<file path="src/rtl/multiport_register_file.sv">
// Multi-port register file: one byte-enabled write port, READ_PORTS registered read ports
// with write-first bypass, and a sweep sequencer that zeroes every entry after reset or on request.
module multiport_register_file #(
  parameter  int DATA_WIDTH = 32,
  parameter  int DEPTH      = 64,
  parameter  int READ_PORTS = 2,
  localparam int ADDR_WIDTH = (DEPTH > 1) ? $clog2(DEPTH) : 1,
  localparam int BE_WIDTH   = DATA_WIDTH / 8
) (
  input  logic                             clk,
  input  logic                             rst,
  input  logic                             clear_in,
  output logic                             busy_out,
  input  logic                             w_en_in,
  input  logic [ADDR_WIDTH-1:0]            w_addr_in,
  input  logic [BE_WIDTH-1:0]              w_be_in,
  input  logic [DATA_WIDTH-1:0]            w_data_in,
  input  logic [READ_PORTS-1:0]            r_en_in,
  input  logic [READ_PORTS*ADDR_WIDTH-1:0] r_addr_in,
  output logic [READ_PORTS*DATA_WIDTH-1:0] r_data_out,
  output logic [READ_PORTS-1:0]            r_valid_out
);

  typedef enum logic {
    ST_CLEAR,
    ST_READY
  } state_t;

  localparam logic [ADDR_WIDTH-1:0] LAST_PTR  = ADDR_WIDTH'(DEPTH - 1);
  localparam logic [ADDR_WIDTH:0]   DEPTH_EXT = (ADDR_WIDTH + 1)'(DEPTH);

  function automatic logic in_range(input logic [ADDR_WIDTH-1:0] addr);
    return {1'b0, addr} < DEPTH_EXT;
  endfunction

  state_t                          state_q, state_d;
  logic [ADDR_WIDTH-1:0]           ptr_q, ptr_d;
  logic [DATA_WIDTH-1:0]           mem [DEPTH];
  logic                            ready;
  logic                            w_fire;
  logic [READ_PORTS-1:0]           rd_fire;
  logic [ADDR_WIDTH-1:0]           rd_addr [READ_PORTS];
  logic [DATA_WIDTH-1:0]           rd_word [READ_PORTS];
  logic [READ_PORTS*DATA_WIDTH-1:0] r_data_q;
  logic [READ_PORTS-1:0]           r_valid_q;

  assign ready       = (state_q == ST_READY);
  assign busy_out    = (state_q == ST_CLEAR);
  assign w_fire      = ready && w_en_in && in_range(w_addr_in);
  assign r_data_out  = r_data_q;
  assign r_valid_out = r_valid_q;

  // NOTE: state registers use non-blocking assignments so every flop samples pre-edge values.
  always_ff @(posedge clk) begin
    if (rst) begin
      state_q <= ST_CLEAR;
      ptr_q   <= '0;
    end else begin
      state_q <= state_d;
      ptr_q   <= ptr_d;
    end
  end

  // NOTE: every output of a combinational block gets a default first so no latch is inferred.
  always_comb begin
    state_d = state_q;
    ptr_d   = ptr_q;
    unique case (state_q)
      ST_CLEAR: begin
        if (ptr_q == LAST_PTR) begin
          state_d = ST_READY;
          ptr_d   = '0;
        end else begin
          ptr_d = ptr_q + ADDR_WIDTH'(1);
        end
      end
      ST_READY: begin
        if (clear_in) begin
          state_d = ST_CLEAR;
          ptr_d   = '0;
        end
      end
      default: begin
        state_d = ST_CLEAR;
        ptr_d   = '0;
      end
    endcase
  end

  // NOTE: the array has no reset; the sweep sequencer zeroes it one entry per cycle instead.
  always_ff @(posedge clk) begin
    if (!rst) begin
      if (state_q == ST_CLEAR) begin
        mem[ptr_q] <= '0;
      end else if (w_fire) begin
        for (int k = 0; k < BE_WIDTH; k++) begin
          if (w_be_in[k]) mem[w_addr_in][8*k +: 8] <= w_data_in[8*k +: 8];
        end
      end
    end
  end

  // Read word per port, with same-cycle write bytes merged over the stored word.
  always_comb begin
    rd_fire = r_en_in & {READ_PORTS{ready}};
    for (int p = 0; p < READ_PORTS; p++) begin
      rd_addr[p] = r_addr_in[p*ADDR_WIDTH +: ADDR_WIDTH];
      rd_word[p] = '0;
      if (in_range(rd_addr[p])) begin
        rd_word[p] = mem[rd_addr[p]];
        if (w_en_in && (rd_addr[p] == w_addr_in)) begin
          for (int k = 0; k < BE_WIDTH; k++) begin
            if (w_be_in[k]) rd_word[p][8*k +: 8] = w_data_in[8*k +: 8];
          end
        end
      end
    end
  end

  always_ff @(posedge clk) begin
    if (rst) begin
      r_data_q  <= '0;
      r_valid_q <= '0;
    end else begin
      r_valid_q <= rd_fire;
      for (int p = 0; p < READ_PORTS; p++) begin
        if (rd_fire[p]) r_data_q[p*DATA_WIDTH +: DATA_WIDTH] <= rd_word[p];
      end
    end
  end

endmodule

</file>
<file path="config.mk">
export PLATFORM = sky130hd
export DESIGN_NAME = multiport_register_file
export DESIGN_NICKNAME = d
export VERILOG_FILES = /design/src/rtl/multiport_register_file.sv
export SDC_FILE = /design/constraint.sdc
export NUM_CORES = 2
export LEC_CHECK = 0
export BUFFER_PORTS_ARGS = -buffer_cell sky130_fd_sc_hd__buf_2
export CORE_ASPECT_RATIO = 1.5
export CORE_MARGIN = 2
export CORE_UTILIZATION = 56
export DETAILED_ROUTE_END_ITERATION = 8
export PLACE_DENSITY = 0.75
export SLEW_MARGIN = 5
export SYNTH_ARGS = -nofsm -noshare
export SYNTH_HDL_FRONTEND = slang
export SYNTH_SLANG_ARGS = --single-unit
export TNS_END_PERCENT = 5
</file>
<file path="constraint.sdc">
create_clock -name clk -period 3.1 [get_ports clk]
set_input_delay 0.93 -clock clk [delete_from_list [all_inputs] [get_ports clk]]
set_output_delay 0.93 -clock clk [all_outputs]
set_load 0.03 [all_outputs]
</file>
# Word-level counts from Yosys, hierarchy flattened
# Memories as Yosys holds them, arrays and structs flattened.
# Cells that the tools add are included.
# totals
regBits	73
latchBits	0
ramBits	2048
romBits	0
in_bits	60
n_memories	1
# memory_table
memory	words	word_bits	rd	rd_ports_with_merged_regs	write_ports	line_no	text
mem	64	32	2	0	1	38	logic [DATA_WIDTH-1:0] mem [DEPTH];
# classes
add_sub_neg	1
mul	0
n_div	0
magnitude_cmp	0
eq_ne	4
shift	0
muxes	42
bitwise	2
reduce_logical	4
# op_table
operator	n
$mux 32	3
$mux 8	8
$reduce_or 32->1	1
$mux 1	25
$mux 6	3
$eq 6x6->1	2
$pmux 6 s2	1
$add 6x1->6 const B	1
$eq 6x6->1 const B	1
$mux 4	1
$logic_and 1x1->1	3
$and 2x2->2	1
$ne 2x2->1 const B	1
$pmux 1 s2	1
$not 1->1	1

# Longest topological paths before layout
# depth
ltp_word	7
mapped_depth	11
ltp_nobuf	6

# Worst setup path before layout
# No wires, ideal clock.
# synth_timing
path_type	input to register
startpoint	in w_be_in[2]
endpoint	mem mem[0][10] (data pin)
arrival_time_ps	2982
t_required_ps	2733
slack_ps	-250
path_stages	6
path_cell_list	nor4_1 -> nor3_1 -> buf_2 -> buf_2 -> clkbuf_1 -> and2_1
# synth_via
elab_chain_cells	7
# synth_lines
element	line_no	text
start: declaration	16	input logic [BE_WIDTH-1:0] w_be_in,
$mux 1	97	if (w_be_in[k]) mem[w_addr_in][8*k +: 8] <= w_data_in[8*k +: 8];
$mux 1	95	end else if (w_fire) begin
$mux 1	93	if (state_q == ST_CLEAR) begin
$mux 1	92	if (!rst) begin
$mux 1 (implied by the code)	97	
$reduce_or 32->1 (no source line)	-	
$mux 32 (no source line)	-	
end: declaration	38	
# Every way passes these cells.

# Worst setup path in the final report
# layout_timing
startpoint	reg state_q (netlist: ready)
endpoint	out busy_out
# layout_via
elab_chain_cells	1
# layout_lines
element	line_no	text
start: declaration	36	state_t state_q, state_d;
start signal: assignment	59	state_q <= state_d;
$not 1->1	-	
end: declaration	13	output logic busy_out,
# Every way passes these cells.

==> out/metrics.cfg <==
[floorplanning]
die_area_um2 = 181000
io_pins = 127
core_area_um2 = 176000
die_width_um = 348
die_y_um = 520
num_rows = 189
start_util = 0.563

[timing]
drv_slew = 0
rsz0062_at_grt = no
min_period_ns = 3.10
setup_ws_ns = -0.00447
slew_headroom = 0.137
timing_hold_violations_final = 0
skew_ns = 0.0295
fin_crit_sh = 1.00
worst_pin_slew_ns = 1.29
finalSetupViolCount = 1
fmax_mhz = 322
hold_ws_ns = 0.428

[detailed_routing]
wl_mm = 335
drc = 0
detail_route.iter0.violations = 9377
num_vias = 62000
dr.pass1.iters = 8
ant_nets = 0
viasPerCell = 7.36
wl_per_cell_um = 39.8

[yosys]
synth_cell_types = 69
synth-seq-area-share = 0.634
yosys_warnings = 0
synth_edf_count = 2048
synth_area_um2 = 99300
ys_seq_elements = 2121
synthCells = 4993
async_flop_share = 0
synth_nets = 5054
ys.flop_type = edfxtp_1
avgSynthCellArea_um2 = 19.9

[cts]
numClockSinks = 2121
clockBufferDepth = 4
cts_setup_buffers = 0
numCtsBuffers = 198
clk_pin_slew_ns = 0.07
insertion_delay_ns = 0.86
cts_root_buf = clkbuf_16
cts_hold_buf = 0
postCtsResizedCells = 0
tritoncts = yes
cts_max_level = 4

[setup_path]
cp_max_fo = 18
reg2regPathDepth = 9
critPathArrivalTime_ns = 2.17
path_class = flop to primary output
cp.depth = 3
worstReg2RegStart = ready$_SDFF_PP0_
crit_path_max_incr_delay_ns = 0.50
crit_chain = buf_4, inv_1, buf_2
worstSetupStartpoint = ready$_SDFF_PP0_
cp-endpoint = busy_out
end_kind = primary output
r2r_end = mem[14][10]$_DFFE_PP_
reg2reg_slack_ns = 0.06
startpoint_type = flop
required_ns = 2.17
critPathBufInv = 3
cpMaxStageDelayCell = dfxtp_1
crit_family = buffers and inverters

[cells_and_area]
drive_gt1_frac = 0.447
layout.nets = 6036
multiInputGateArea_um2 = 34200
fill_cells = 11100
final_common_cell = edfxtp_1
final_cell_mix = edfxtp_1, mux4_2, buf_4, nor2_1, clkbuf_16
final-seq-area_um2 = 63000
area_growth_pct = 18.5

[placement]
portBuffers = 126
routabilityCongestion = 0.985
hpwl_mm = 236

[pwr]
p_total_w = 0.0611
irDropWorstVdd_v = 0.000461
p_leak_nw = 42.5
p_per_area_nw_per_um2 = 519

[grt]
grt_pass1_wl_mm = 470
grt_overflow_total = 0
grt_max_degree = 65
grt_use_total = 0.374
grt_pass1_vias = 63000
antenna_found_initial = 23

[status]
violations = setup timing
status = finished, violations left

[job]
drv_cap = 0

[min_path]
hold_class = input port to flop

## cell type report
type                    instances  area share
clock buffers                 237      0.0443
repair buffers               1180      0.0941
well taps                    2292      0.0244
multi-input cells            2466       0.291
clock inverters               112      0.0112
diodes                          7    0.000149
flip-flops and latches       2121       0.535
inverters                       8    0.000319
## through the flow
step	setup TNS (ns)	utilization	worst slack [ns]	cells	area (um2)
6_report	-0.00447	0.667	-0.00447	8423	118000
2_1_floorplan	-18.42	-	-0.0364	4993	99400
5_1_grt	0	0.667	0.0340	8417	118000
4_1_cts	0	0.667	0.0550	8416	118000
3_3_place_gp	-835.12	0.630	-0.746	8067	111000
3_5_place_dp	-975.65	0.630	-0.811	8067	111000
## Yosys cell counts, types with 7 or more instances
library cell | number | area (um2)
a2111oi_0 | 7 | 61.3
a211oi_1 | 50 | 375
a21oi_1 | 72 | 360
a221oi_1 | 12 | 105
a22o_1 | 14 | 123
a22oi_1 | 57 | 428
a311oi_1 | 12 | 105
a31oi_1 | 16 | 100
and2_1 | 43 | 269
and3_1 | 13 | 81.3
buf_1 | 35 | 131
buf_2 | 120 | 601
buf_4 | 78 | 586
buf_6 | 45 | 507
clkbuf_1 | 118 | 443
dfxtp_1 | 73 | 1460
edfxtp_1 | 2048 | 61500
mux2_2 | 23 | 259
mux2i_1 | 123 | 1230
mux4_2 | 1172 | 26400
nand2_1 | 105 | 394
nand2b_1 | 42 | 263
nand3_1 | 32 | 160
nand4_1 | 13 | 81.3
nor2_1 | 390 | 1460
nor2b_1 | 27 | 169
nor3_1 | 33 | 165
nor4_1 | 23 | 144
nor4b_1 | 8 | 70.1
o21ai_0 | 46 | 230
o22ai_1 | 37 | 231
o31ai_1 | 16 | 120
or3_1 | 9 | 56.3
xor2_1 | 7 | 61.3
## flip-flops by register name (all words and copies together), names as in the netlist
name,count
r_data_out,64
mem,2048
ptr_q,6
r_valid_out,2
ready,1
## worst reg2reg max path: stages, from the launching register on
cell and delay [ns]:
dfxtp_1 0.50, nand2_1 0.12, nor3_2 0.20, buf_12 0.21, nor4bb_1 0.10, a41oi_2 0.95
nand2b_1 0.21, buf_4 0.19, nor2_1 0.10, buf_4 0.20
## how the worst min path moves through the flow
stage                          startpoint                     endpoint  slack [ns]  depth (start not counted)
2_1_floorplan       ptr_q[5]$_SDFFE_PP0P_        ptr_q[5]$_SDFFE_PP0P_        0.54                          2
3_3_place_gp   r_data_out[1]$_SDFFE_PP0P_   r_data_out[1]$_SDFFE_PP0P_        0.50                          2
3_5_place_dp   r_data_out[1]$_SDFFE_PP0P_   r_data_out[1]$_SDFFE_PP0P_        0.50                          2
4_1_cts                     w_data_in[17]  r_data_out[17]$_SDFFE_PP0P_        0.41                          3
5_1_grt                      w_data_in[7]  r_data_out[39]$_SDFFE_PP0P_        0.45                          3
6_report                    w_data_in[11]  r_data_out[43]$_SDFFE_PP0P_        0.43                          3
## cell families (layout without fill, tap and decap cells)
kind of cell / Yosys count / in the layout / share of synthesized area
DFF: 2121 / 2121 / 0.634
adders and majority gates: 1 / 1 / 0.000126
muxes: 1318 / 1318 / 0.281
and+or+nand+nor: 756 / 756 / 0.0349
xor gates and xnor gates: 12 / 12 / 0.00106
other: 0 / 7 / 0
buffers and inverters: 406 / 1537 / 0.0232
AOI/OAI and AO/OA: 379 / 379 / 0.0260
## where the power goes
| group | leakage (nW) | switching (W) | internal (W) |
|---|---|---|---|
| clock | 3.16 | 0.0109 | 0.0143 |
| combinational | 16.9 | 0.00263 | 0.00215 |
| sequential | 22.4 | 0.0000471 | 0.0310 |
| total | 42.5 | 0.0136 | 0.0475 |
## metal layers
layer,vias to the layer above,routed length (um),share of wire,global-route usage
li1,23500,-,-,-
met1,31900,103000,0.31,0.458
met2,5293,158000,0.47,0.586
met3,1319,45100,0.13,0.0998
met4,28,29300,0.087,0.257
met5,-,177,0.00053,0
No activity file was read; power rests on OpenSTA's default activity.
